**config.mk**
```make
export PLATFORM = sky130hd
export DESIGN_NAME = cache_miss_ctrl
export DESIGN_NICKNAME = d
export VERILOG_FILES = /design/src/rtl/cache_pkg.sv /design/src/rtl/cache_wbuf.sv /design/src/rtl/cache_miss_ctrl.sv
export SDC_FILE = /design/constraint.sdc
export NUM_CORES = 1
export LEC_CHECK = 0
export ABC_AREA = 1
export BUFFER_PORTS_ARGS = -buffer_cell sky130_fd_sc_hd__buf_2
export CAP_MARGIN = 20
export CORE_ASPECT_RATIO = 0.5
export CORE_UTILIZATION = 51
export DETAILED_ROUTE_END_ITERATION = 12
export PLACE_DENSITY = 0.79
export SLEW_MARGIN = 20
export SYNTH_ARGS = -nofsm -noshare
export SYNTH_HDL_FRONTEND = slang
export SYNTH_HIERARCHICAL = 1
export SYNTH_SLANG_ARGS = --single-unit
```
**constraint.sdc**
```tcl
create_clock -name clk -period 2.9 [get_ports clk]
set_input_delay 0.145 -clock clk [delete_from_list [all_inputs] [get_ports clk]]
set_output_delay 0.145 -clock clk [all_outputs]
set_load 0.01 [all_outputs]
```
**src/rtl/cache_pkg.sv**
```systemverilog
// Shared definitions for the data-cache miss controller: default widths,
// the ack timeout, the FSM state encoding and the saturating counter helper.
package cache_pkg;

    localparam int CACHE_ADDR_W  = 8;   // tag (6) + set (2)
    localparam int CACHE_DATA_W  = 16;
    localparam int CACHE_TIMEOUT = 15;  // legal 1..255
    localparam int CNT_W         = 8;

    typedef enum logic [1:0] {
        S_IDLE    = 2'd0,
        S_RD_WAIT = 2'd1,
        S_FILL    = 2'd2,
        S_WR_WAIT = 2'd3
    } state_t;

    // Timeout counter increment that sticks at all-ones.
    function automatic logic [CNT_W-1:0] sat_inc(input logic [CNT_W-1:0] v);
        return (v == {CNT_W{1'b1}}) ? v : v + 1'b1;
    endfunction

endpackage

```
**src/rtl/cache_wbuf.sv**
```systemverilog
// One-entry posted write buffer. A load captures address and data and marks
// the entry full; a clear empties it once the SRAM write has been retired.
// Only instantiated when CACHE_WBUF_EN is defined.
module cache_wbuf
    import cache_pkg::*;
#(
    parameter int ADDR_W = CACHE_ADDR_W,
    parameter int DATA_W = CACHE_DATA_W
) (
    input  logic              clk,
    input  logic              rst,
    input  logic              load,
    input  logic              clear,
    input  logic [ADDR_W-1:0] load_addr,
    input  logic [DATA_W-1:0] load_data,
    output logic              full,
    output logic [ADDR_W-1:0] addr,
    output logic [DATA_W-1:0] data
);

    // Entry storage; load has priority (load and clear never coincide).
    always_ff @(posedge clk or posedge rst) begin
        if (rst) begin
            full <= 1'b0;
            addr <= '0;
            data <= '0;
        end else if (load) begin
            full <= 1'b1;
            addr <= load_addr;
            data <= load_data;
        end else if (clear) begin
            full <= 1'b0;
        end
    end

endmodule

```
**src/rtl/cache_miss_ctrl.sv**
```systemverilog
// Cache miss controller: services read misses from the SRAM and refills the
// cache, writes every store through to the SRAM, and freezes the pipeline
// while an SRAM transaction is outstanding. A missing mem_ack aborts after
// TIMEOUT cycles with a bus_err pulse.
// Optional: define CACHE_WBUF_EN to add a one-entry posted write buffer.
module cache_miss_ctrl
    import cache_pkg::*;
#(
    parameter int ADDR_W  = CACHE_ADDR_W,
    parameter int DATA_W  = CACHE_DATA_W,
    parameter int TIMEOUT = CACHE_TIMEOUT
) (
    input  logic              clk,
    input  logic              rst,
    input  logic              cpu_re,
    input  logic              cpu_we,
    input  logic [ADDR_W-1:0] cpu_addr,
    input  logic [DATA_W-1:0] cpu_wdata,
    input  logic              cache_hit,
    output logic              stall,
    output logic [DATA_W-1:0] rdata_out,
    output logic              fill_we,
    output logic [ADDR_W-1:0] fill_addr,
    output logic [DATA_W-1:0] fill_data,
    output logic [ADDR_W-1:0] mem_addr,
    output logic [DATA_W-1:0] mem_wdata,
    output logic              mem_rd,
    output logic              mem_wr,
    input  logic              mem_ack,
    input  logic [DATA_W-1:0] mem_rdata,
    output logic              bus_err
);

    localparam logic [CNT_W-1:0] TMO = CNT_W'(TIMEOUT);

    state_t           state;
    logic [CNT_W-1:0] cnt;
    logic [CNT_W-1:0] cnt_next;
    logic             timed_out;
    logic             read_miss;

    assign cnt_next  = sat_inc(cnt);
    assign timed_out = (cnt_next >= TMO);
    assign read_miss = cpu_re && !cache_hit;

`ifdef CACHE_WBUF_EN
    logic              wb_full;
    logic [ADDR_W-1:0] wb_addr;
    logic [DATA_W-1:0] wb_data;
    logic              wb_load;
    logic              wb_clear;
    logic              wb_hit;

    // Every SRAM write is a buffer drain, so retiring WR_WAIT empties the entry.
    assign wb_load  = (state == S_IDLE) && cpu_we && !wb_full;
    assign wb_clear = (state == S_WR_WAIT) && (mem_ack || timed_out);
    assign wb_hit   = wb_full && (wb_addr == cpu_addr);

    cache_wbuf #(.ADDR_W(ADDR_W), .DATA_W(DATA_W)) u_wbuf (
        .clk       (clk),
        .rst       (rst),
        .load      (wb_load),
        .clear     (wb_clear),
        .load_addr (cpu_addr),
        .load_data (cpu_wdata),
        .full      (wb_full),
        .addr      (wb_addr),
        .data      (wb_data)
    );
`endif

    // Pipeline freeze: busy waiting on the SRAM, or a request in IDLE that
    // cannot complete this cycle (visible in the request cycle itself).
    always_comb begin
        stall = (state == S_RD_WAIT) || (state == S_WR_WAIT);
`ifdef CACHE_WBUF_EN
        if (state == S_IDLE)
            stall = cpu_we ? wb_full : read_miss;
`else
        if (state == S_IDLE)
            stall = cpu_we || read_miss;
`endif
    end

    // Controller FSM with registered SRAM, refill and error outputs.
    always_ff @(posedge clk or posedge rst) begin
        if (rst) begin
            state     <= S_IDLE;
            cnt       <= '0;
            rdata_out <= '0;
            fill_we   <= 1'b0;
            fill_addr <= '0;
            fill_data <= '0;
            mem_addr  <= '0;
            mem_wdata <= '0;
            mem_rd    <= 1'b0;
            mem_wr    <= 1'b0;
            bus_err   <= 1'b0;
        end else begin
            fill_we <= 1'b0;
            bus_err <= 1'b0;
            case (state)
                S_IDLE: begin
                    cnt <= '0;
`ifdef CACHE_WBUF_EN
                    if (cpu_we) begin
                        if (wb_full) begin
                            state     <= S_WR_WAIT;
                            mem_wr    <= 1'b1;
                            mem_addr  <= wb_addr;
                            mem_wdata <= wb_data;
                        end
                    end else if (read_miss && wb_hit) begin
                        // Buffered store satisfies the miss without the SRAM.
                        state     <= S_FILL;
                        fill_we   <= 1'b1;
                        fill_addr <= cpu_addr;
                        fill_data <= wb_data;
                        rdata_out <= wb_data;
                    end else if (wb_full) begin
                        state     <= S_WR_WAIT;
                        mem_wr    <= 1'b1;
                        mem_addr  <= wb_addr;
                        mem_wdata <= wb_data;
                    end else if (read_miss) begin
                        state    <= S_RD_WAIT;
                        mem_rd   <= 1'b1;
                        mem_addr <= cpu_addr;
                    end
`else
                    if (cpu_we) begin
                        state     <= S_WR_WAIT;
                        mem_wr    <= 1'b1;
                        mem_addr  <= cpu_addr;
                        mem_wdata <= cpu_wdata;
                    end else if (read_miss) begin
                        state    <= S_RD_WAIT;
                        mem_rd   <= 1'b1;
                        mem_addr <= cpu_addr;
                    end
`endif
                end
                S_RD_WAIT: begin
                    if (mem_ack) begin
                        state     <= S_FILL;
                        mem_rd    <= 1'b0;
                        rdata_out <= mem_rdata;
                        fill_data <= mem_rdata;
                        fill_addr <= mem_addr;
                        fill_we   <= 1'b1;
                    end else if (timed_out) begin
                        state     <= S_IDLE;
                        mem_rd    <= 1'b0;
                        bus_err   <= 1'b1;
                        rdata_out <= '1;
                    end else begin
                        cnt <= cnt_next;
                    end
                end
                S_FILL: begin
                    state <= S_IDLE;
                end
                S_WR_WAIT: begin
                    if (mem_ack) begin
                        state  <= S_IDLE;
                        mem_wr <= 1'b0;
                    end else if (timed_out) begin
                        state     <= S_IDLE;
                        mem_wr    <= 1'b0;
                        bus_err   <= 1'b1;
                        rdata_out <= '1;
                    end else begin
                        cnt <= cnt_next;
                    end
                end
                default: state <= S_IDLE;
            endcase
        end
    end

endmodule

```
==> results of run 1 <==
==> layer usage <==
metal / part of all wire / vias up / wire length (um)
met5: 0 / - / 0
met4: 0.013 / 0 / 104
met3: 0.055 / 10 / 442
met2: 0.50 / 75 / 4030
met1: 0.43 / 1423 / 3520
li1: - / 1513 / -
==> path summary, 6_finish.rpt <==
| path | startpoint | to | slack [ns] | cells after the start |
|---|---|---|---|---|
| max | cnt[0] | rdata_out[13] | 0.84 | 12 |
| min | cpu_addr[6] | mem_addr[6] | 0.02 | 3 |
| max reg2reg | cnt[0] | rdata_out[13] | 0.84 | 12 |
| min reg2reg | mem_wr | mem_wr | 0.48 | 2 |
| max in group asynchronous | rst | state[1] | 1.75 | 4 |
| min in group asynchronous | rst | mem_addr[0] | 0.46 | 3 |
==> stage by stage <==
stage                     cells  setup WS [ns]  hold WS [ns]  power (mW)
after floorplan             402          0.760         0.266        3.07
after detailed placement    597          0.866         0.288        3.81
after global routing        614          0.684        0.0293        5.28
final                       614          0.836        0.0227        4.91
after CTS                   614          0.846        0.0190        4.95
after global placement      597          0.930         0.276        3.74
==> sequential cells by signal, indices dropped and copies added, names as in the netlist <==
register / count
fill_data: 16
cnt: 8
fill_addr: 8
mem_addr: 8
bus_err: 1
mem_rd: 1
mem_wdata: 16
fill_we: 1
state: 2
rdata_out: 16
mem_wr: 1
==> cell usage in the layout (no fill, tap or decap), drive strengths merged <==
cell type and count:
nor3 1, ha 1, or2 1, o21ai 51
o21bai 1, a21oi 2, a21boi 1, bufinv 1
nor2 38, dfrtp 78, nand3 29, nand2 114
buf 118, nand4 7, clkinv 3, and2 1
mux2 16, xnor2 1, dlygate4sd3 1, inv 44
clkbuf 12, nand3b 1
==> power by group through the flow <==
stage | combinational (mW) | sequential (mW) | clock, mW
floorplan | 1.00 | 2.06 | 0
global placement | 1.90 | 1.84 | 0
detailed placement | 1.95 | 1.86 | 0
CTS | 1.96 | 1.86 | 1.13
global route | 2.18 | 1.92 | 1.18
finish | 1.94 | 1.86 | 1.11
==> cell families after synthesis <==
| kind of cell | count (synthesis) |
|---|---|
| AOI/OAI and AO/OA | 55 |
| and+or+nand+nor | 192 |
| adders and majority gates | 1 |
| xor gates and xnor gates | 1 |
| muxes | 16 |
| buffers and inverters | 59 |
| DFF | 78 |
==> worst max-delay path: cells and delay by family, from the launching register on <==
| family | cells | cell delay (ns) |
|---|---|---|
| and+or+nand+nor | 10 | 0.99 |
| DFF | 1 | 0.42 |
| buffers and inverters | 1 | 0.26 |
| adders and majority gates | 1 | 0.25 |
==> layout make-up <==
class	instances	area, um2
fillers	569	2220
flip-flops and latches	78	1950
multi-input cells	265	1400
repair buffers	119	623
clock buffers	12	256
inverters	44	165
well taps	92	115
clock inverters	4	45.0
==> summary.md, run 1 <==
| Metric | Value |
|---|---|
| Clk_lat worst skew | `0.33 ns` |
| Antenna cells | `0` |
| Critical-path top delay cell | `dfrtp_1` |
| Die height | `about 62 um` |
| Period utilisation layout | `0.712` |
| Finished Core Util | `0.672` |
| GR Overflow Total | `0` |
| Worst-path cell chain | `ha_1, nand2_2, nor2_4, nand2_4, nand2_1, nand2_1, nor2_4, nand2_2, buf_4, nand3_2, nand2_1, nand2_1` |
| Synth unique cells | `29` |
| Post-synthesis register bit count | `78` |
| Slew @ Worst Pin | `between 0.7 and 0.8 ns` |
| Initial core utilization | `0.534` |
| Routed via count | `3,021` |
| Setup TNS | `0 ns` |
| Post-synth net total | `between 400 and 500` |
| Hold buffer count at cts | `1` |
| CP endpoint kind | `flip-flop` |
| Most frequent cell on the critical path | `nand2_1` |
| Syn Std Cell Area | `about 3600 um2` |
| Worst-path clk slew | `about 0.060 ns` |
| Die ar. | `roughly 7500 um2` |
| Layout area overhead | `26.0%` |
| Vias/cell | `~4.9` |
| Crit path DAT | `around 2.3 ns` |
| CTS tree | `done` |
| Most frequent cell after synthesis | `nand2_1` |
| P_leak | `2.49 nW` |
| Synth top area share | `0.540` |
| Post-synth EDFFs | `0` |
| Power density over the cells | `1080 nW/um2` |
| Ys flop type | `dfrtp_1` |
| CTS max path bufs | `2` |
| Clk root buf | `clkbuf_16` |
| Int Pwr | `3.09 mW` |
| Critical path type | `reg2reg` |
| Clk sinks | `78` |
| Most frequent cells after synthesis | `nand2_1 (109), dfrtp_1 (78), inv_1 (40), nor2_1 (31), o21ai_0 (29)` |
| Row count | `21` |
| Synthesized area per cell | `approximately 9 um2` |
| Total CTS buffers | `9` |
| Sequential area share after synthesis | `0.540` |
| Chip width | `approximately 120 um` |
| Logic pwr share | `0.395` |
| Rel. slew slack | `0.499` |
| Final Hold Fails | `0` |
| Global-route wire length before repair | `12,700 um` |
| Hold Crit Class | `in2reg` |
| Io pins | `115` |
| Post-Synth Adder-Cell Area | `0.00346` |
| Flop pwr share | `0.378` |
| Vias in the first global route | `around 2,700` |
| Final min period | `2.06 ns` |
| Synth area leaders | `dfrtp_1 (54%), nand2_1 (11%), mux2_2 (5.0%)` |
| Post-synthesis cell count | `about 400` |
| RSZ-0062 raised after global routing | `no` |
| Core area | `between 6000 and 7000 um2` |
| Layout cells sized above 1 | `0.352` |
| Antenna violations before repair | `0` |
| WL final | `about 8000 um` |
| Status | `completed` |
| Finished Cell Area | `between 4000 and 5000 um2` |
| GRT Util Overall | `0.229` |
| Mux cell area share after synthesis | `0.0498` |
| PortBufs | `114` |
| Setup Viol. Count Final | `0` |
| Achievable frequency | `roughly 0.48 GHz` |
| Post-synthesis compound-gate area fraction | `0.0775` |
| Data required, critical path | `~3.1 ns` |
| Htree depth | `3` |
| Post-synth top area cell | `dfrtp_1` |
| Met2 Use GR | `0.390` |
| Crit Path Max Fanout | `17` |
| Largest stage delay, worst path | `~0.42 ns` |
| Switch share | `0.371` |
| Clock Skew | `0.00704 ns` |
| Routability cong. | `between 0.8 and 0.9` |
| Post-synthesis xor/xnor area fraction | `0.00242` |
| Largest net degree at the start of global routing | `50` |
| # DRC | `0` |
| DR WL/cell | `13.2 um` |
| GR Util met1 | `0.285` |
| Maximum vdd ir drop | `634 uV` |
| DRT antenna net count | `0` |
| Pins Over Slew Limit | `0` |
| Nets@finish | `roughly 560` |
| Busiest grt layer | `met2` |
| Placed inst area | `roughly 4200 um2` |
| Yosys warnings | `6` |
| Max cap viols | `0` |
| DR pass1 iterations | `4` |
| Post-Synth Simple-Gate Area | `0.254` |
| GRT met3 Usage | `0.0713` |
| Largest family of logic cells by synthesized area | `simple AND/OR/NAND/NOR gates` |
| Ys async rst share | `1.00` |
| CP startpoint kind | `flip-flop` |
| Switching power | `1.82 mW` |
| Post CTS Setup Buffer Count | `0` |
| Initial drt markers | `190` |
| Dpl hpwl | `5820 um` |
| Clock network power share | `0.227` |
| Cts repair resizes | `0` |
(Power assumes the default switching activity.)
==> inputs of run 2 (changes only) <==
==> constraint.sdc (replaced) <==
create_clock -name clk -period 2.1 [get_ports clk]
set_input_delay 0.105 -clock clk [delete_from_list [all_inputs] [get_ports clk]]
set_output_delay 0.105 -clock clk [all_outputs]
set_load 0.01 [all_outputs]
==> summary.md, run 2 (synthesis gave the netlist of run 1 again) <==
| Metric | Value |
|---|---|
| Routed via count | `around 3,000` |
| Total power draw | `roughly 6.8 mW` |
| Placed cell count | `approximately 600` |
| Setup Viol. Count Final | `0` |
| Chip width | `between 100 and 150 um` |
| Met2 Use GR | `0.387` |
| Max cap viols | `0` |
| P_leak | `2.53 nW` |
| Final Hold Fails | `0` |
| Hold Path Sink | `mem_wdata[10]` |
| Clock Skew | `between 0.005 and 0.006 ns` |
| Crit path DAT | `around 2.2 ns` |
| Maximum vdd ir drop | `between 800 and 900 uV` |
| PortBufs | `roughly 110` |
| Placed inst area | `4270 um2` |
| Hold Path Depth | `2` |
| Reg2reg end | `rdata_out[4]` |
| Finished Cell Area | `4670 um2` |
| Nets@finish | `roughly 580` |
| Global-route wire length before repair | `about 13,000 um` |
| Io pins | `roughly 120` |
| Die ar. | `about 7500 um2` |
| GRT met3 Usage | `0.0630` |
| Hold Path Origin | `cpu_wdata[10]` |
| GR Util met1 | `0.293` |
| Hold slack | `just over 0.01 ns` |
| RR Startpoint | `cnt[0]` |
| Antenna violations before repair | `0` |
| Reg2Reg Setup Slack | `roughly 0.16 ns` |
| Final min period | `1.94 ns` |
| Core area | `~6800 um2` |
| Critical path type | `reg2reg` |
| Status | `completed` |
| Total CTS buffers | `9` |
| Reg2reg path depth | `10` |
| Row count | `21` |
| Htree depth | `3` |
| Data required, critical path | `approximately 2.3 ns` |
| Hold Crit Class | `in2reg` |
| CP endpoint kind | `flip-flop` |
| CP startpoint kind | `flip-flop` |
| Dpl hpwl | `about 5600 um` |
| DR pass1 iterations | `4` |
| Worst-path clk slew | `0.06 ns` |
| # DRC | `0` |
| WL final | `roughly 8100 um` |
| Finished Core Util | `0.689` |
| Placement Setup Slack | `approximately 0.15 ns` |
| Largest net degree at the start of global routing | `79` |
| Initial drt markers | `approximately 120` |
| Crit Path Max Fanout | `11` |
| Routability cong. | `roughly 0.84` |
| Non-Filler Instances | `623` |
| GRT Util Overall | `0.230` |
| Die height | `roughly 60 um` |
| DR WL/cell | `12.9 um` |
| Antenna cells | `0` |
| Power density over the cells | `about 1400 nW/um2` |
| Vias in the first global route | `between 2,000 and 3,000` |
| Pins Over Slew Limit | `0` |
| Period utilisation layout | `0.926` |
| Most common cell after layout, fill and taps aside | `buf_2` |
| Setup TNS | `0 ns` |
| Final worst slack | `about 0.16 ns` |
| GR Overflow Total | `0` |
| CTS tree | `done` |
| RSZ-0062 raised after global routing | `no` |
| Fillers | `between 500 and 600` |
| CTS max path bufs | `2` |
| Layout area overhead | `29.2%` |
| Vias/cell | `4.89` |
| Rel. slew slack | `0.285` |
| Layout cells sized above 1 | `0.345` |
| Busiest grt layer | `met2` |
| Slew @ Worst Pin | `about 1.1 ns` |
| Commonest cells after routing, fill and taps aside | `buf_2 (114), nand2_1 (109), dfrtp_1 (78), inv_1 (39), nor2_1 (31)` |
| Achievable frequency | `between 0.5 and 0.6 GHz` |
| DRT antenna net count | `0` |
| Clk sinks | `78` |
| Initial core utilization | `0.534` |
| Largest regs | `fill_data x16, mem_wdata x16, rdata_out x16` |
| Clk_lat worst skew | `between 0.3 and 0.4 ns` |
| Clk root buf | `clkbuf_16` |
run 2: metal layers:
metal	share of wire	wire, um
met5	0	0
met4	0.013	102
met3	0.043	347
met2	0.47	3830
met1	0.47	3790
run 2: worst max-delay path by stage:
stage / from / end / slack, ns / cells after the start
after floorplan: cnt[0] / rdata_out[11] / 0.40 / 11
after global placement: cnt[1] / bus_err / 0.20 / 10
after detailed placement: cnt[0] / bus_err / 0.15 / 10
after CTS: cnt[0] / bus_err / 0.13 / 10
after global routing: cnt[0] / rdata_out[0] / 0.02 / 10
final: cnt[0] / rdata_out[4] / 0.16 / 10
run 2: final cells by class:
class / count / area [um2] / share of cell area
Clock inverter: 1 / 30.0 / 0.00643
Tap cell: 92 / 115 / 0.0246
Inverter: 44 / 169 / 0.0362
Sequential cell: 78 / 1950 / 0.418
Clock buffer: 13 / 260 / 0.0557
Timing Repair Buffer: 129 / 733 / 0.157
Multi-Input combinational cell: 266 / 1410 / 0.302
run 2: repair_timing:
item                                   4_1_cts  5_1_grt
buffers inserted                             0        0
setup endpoints to repair                    0       14
resized for setup                            0        1
endpoints found under the hold margin       87        0
hold buffers                                10        0
run 2: power breakdown:
group / switching [mW] / internal, mW / total, mW
sequential: 0.384 / 2.17 / 2.56
clock: 0.544 / 0.972 / 1.52
combinational: 1.56 / 1.13 / 2.69
run 2: worst max-delay path, stage by stage, from the launching register on:
cell     delay [ns]
dfrtp_1        0.42
ha_1           0.25
nand2_2        0.13
nor2_4         0.06
nand2_4        0.11
nand3_1        0.09
nor2_2         0.21
and2_2         0.36
nand3_2        0.10
nand2_1        0.07
nand2_1        0.04
==> inputs of run 3 (changes only) <==
--- a/config.mk
+++ b/config.mk
@@ -9,9 +9,12 @@
 export BUFFER_PORTS_ARGS = -buffer_cell sky130_fd_sc_hd__buf_2
 export CAP_MARGIN = 20
 export CORE_ASPECT_RATIO = 0.5
-export CORE_UTILIZATION = 51
+export CORE_UTILIZATION = 53
+export CTS_BUF_LIST = sky130_fd_sc_hd__clkbuf_4 sky130_fd_sc_hd__clkbuf_8
+export CTS_CLUSTER_DIAMETER = 30
 export DETAILED_ROUTE_END_ITERATION = 12
-export PLACE_DENSITY = 0.79
+export PLACE_DENSITY = 0.82
+export RECOVER_POWER = 25
 export SLEW_MARGIN = 20
 export SYNTH_ARGS = -nofsm -noshare
 export SYNTH_HDL_FRONTEND = slang
==> summary.md, run 3 (synthesis gave the netlist of run 1 again) <==
| Metric | Value |
|---|---|
| GRT Util Overall | `0.283` |
| CP startpoint kind | `flip-flop` |
| Die height | `slightly above 60 um` |
| Status | `completed` |
| Dpl hpwl | `between 5000 and 6000 um` |
| DR WL/cell | `~15 um` |
| Routability cong. | `around 0.86` |
| Placed cell count | `between 500 and 600` |
| Layout area overhead | `33.0%` |
| Vias in the first global route | `3,095` |
| Total CTS buffers | `9` |
| Final Hold Fails | `0` |
| Post CTS Setup Buffer Count | `0` |
| RSZ-0062 raised after global routing | `yes` |
| Chip width | `between 100 and 150 um` |
| Global-route wire length before repair | `about 15,000 um` |
| Largest regs | `fill_data x16, mem_wdata x16, rdata_out x16` |
| Worst setup path end | `rdata_out[11]` |
| Max cap viols | `0` |
| Reg2reg end | `rdata_out[11]` |
| Crit path DAT | `~2.3 ns` |
| Worst Setup SP | `cnt[0]` |
| Reg2Reg Setup Slack | `approximately 0.11 ns` |
| Final min period | `~2.0 ns` |
| Worst-path clk slew | `0.08 ns` |
| Row count | `20` |
| Pins Over Slew Limit | `0` |
| Htree depth | `3` |
| Period utilisation layout | `0.949` |
| Crit Path Max Fanout | `11` |
| CP endpoint kind | `flip-flop` |
| # DRC | `0` |
| DRT antenna net count | `0` |
| PortBufs | `~110` |
| DR pass1 iterations | `5` |
| WL final | `9700 um` |
| Critical path type | `reg2reg` |
| Core area | `~6300 um2` |
| CTS max path bufs | `2` |
| Hold Path Depth | `3` |
| Initial drt markers | `175` |
| Initial core utilization | `0.571` |
| GR Overflow Total | `0` |
| Hold Crit Class | `in2reg` |
| P_leak | `around 2.5 nW` |
| Achievable frequency | `roughly 0.50 GHz` |
| Antenna cells | `0` |
| Vias/cell | `around 5` |
| RR Startpoint | `cnt[0]` |
| Clock Skew | `0.0121 ns` |
| Io pins | `between 100 and 150` |
| Maximum vdd ir drop | `roughly 900 uV` |
| Power density over the cells | `approximately 1400 nW/um2` |
| Rel. slew slack | `0.153` |
| Non-Filler Instances | `between 600 and 700` |
| Nets@finish | `597` |
| Slew @ Worst Pin | `around 1.3 ns` |
| Layout cells sized above 1 | `0.294` |
| CTS tree | `done` |
| Most common cell after layout, fill and taps aside | `nand2_1` |
| Antenna violations before repair | `0` |
| Data required, critical path | `2.36 ns` |
| Clk sinks | `78` |
| Die ar. | `7180 um2` |
| Hold slack | `0.0161 ns` |
| Clk_lat worst skew | `between 0.3 and 0.4 ns` |
| Setup Viol. Count Final | `0` |
| Largest net degree at the start of global routing | `~50` |
| Reg2reg path depth | `10` |
| Commonest cells after routing, fill and taps aside | `nand2_1 (109), buf_2 (89), dfrtp_1 (78), inv_1 (39), dlygate4sd3_1 (32)` |
| Routed via count | `between 3,000 and 4,000` |
| Clk root buf | `clkbuf_8` |
run 3: where the power goes:
part	internal, mW	total (mW)	switching [mW]
Clock	0.734	1.30	0.570
Sequential	2.17	2.59	0.422
Combinational	1.10	2.78	1.67
run 3: repair_timing:
item	4_1_cts	5_1_grt
hold endpoints to repair	58	0
resized for setup	0	1
hold buffers	32	0
setup endpoints to repair	0	8
run 3: final cells by class:
type	instances	area [um2]
clock buffers	11	151
clock inverters	5	81.3
fillers	437	1520
inverters	44	166
multi-input cells	266	1420
flip-flops and latches	78	1950
well taps	88	110
repair buffers	151	932
run 3: how the worst min path moves through the flow:
stage / from / to
detailed placement: rst / mem_wdata[6]
global placement: rst / mem_wdata[6]
finish: mem_rdata[1] / fill_data[1]
floorplan: cpu_addr[0] / mem_addr[0]
global route: mem_rdata[3] / fill_data[3]
CTS: mem_rdata[11] / fill_data[11]
run 3: per-stage QoR:
stage	setup slack (ns)	utilization	setup TNS, ns	total power, mW	cell area (um2)
after global routing	-0.00777	0.760	-0.0132	7.10	4810
after global placement	0.213	0.677	0	5.19	4290
final	0.107	0.760	0	6.67	4810
after CTS	0.156	0.765	0	6.65	4840
after floorplan	0.402	-	0	4.24	3620
after detailed placement	0.179	0.677	0	5.30	4290
run 3: routing by layer:
layer | track usage | wire length, um | up-vias
li1 | - | - | 1574
met1 | 0.359 | 4150 | 1569
met2 | 0.474 | 4770 | 119
met3 | 0.0808 | 596 | 21
met4 | 0.119 | 193 | 0
met5 | 0 | 0 | -
run 3: worst max-delay path, cell delays in order (launching register included):
cell and delay [ns]:
dfrtp_1 0.43, ha_1 0.25, nand2_2 0.13, nor2_4 0.06, nand2_4 0.10, nand3_1 0.10, nor2_2 0.24, and2_2 0.36
nand3_2 0.09, nand2_1 0.08, nand2_1 0.05
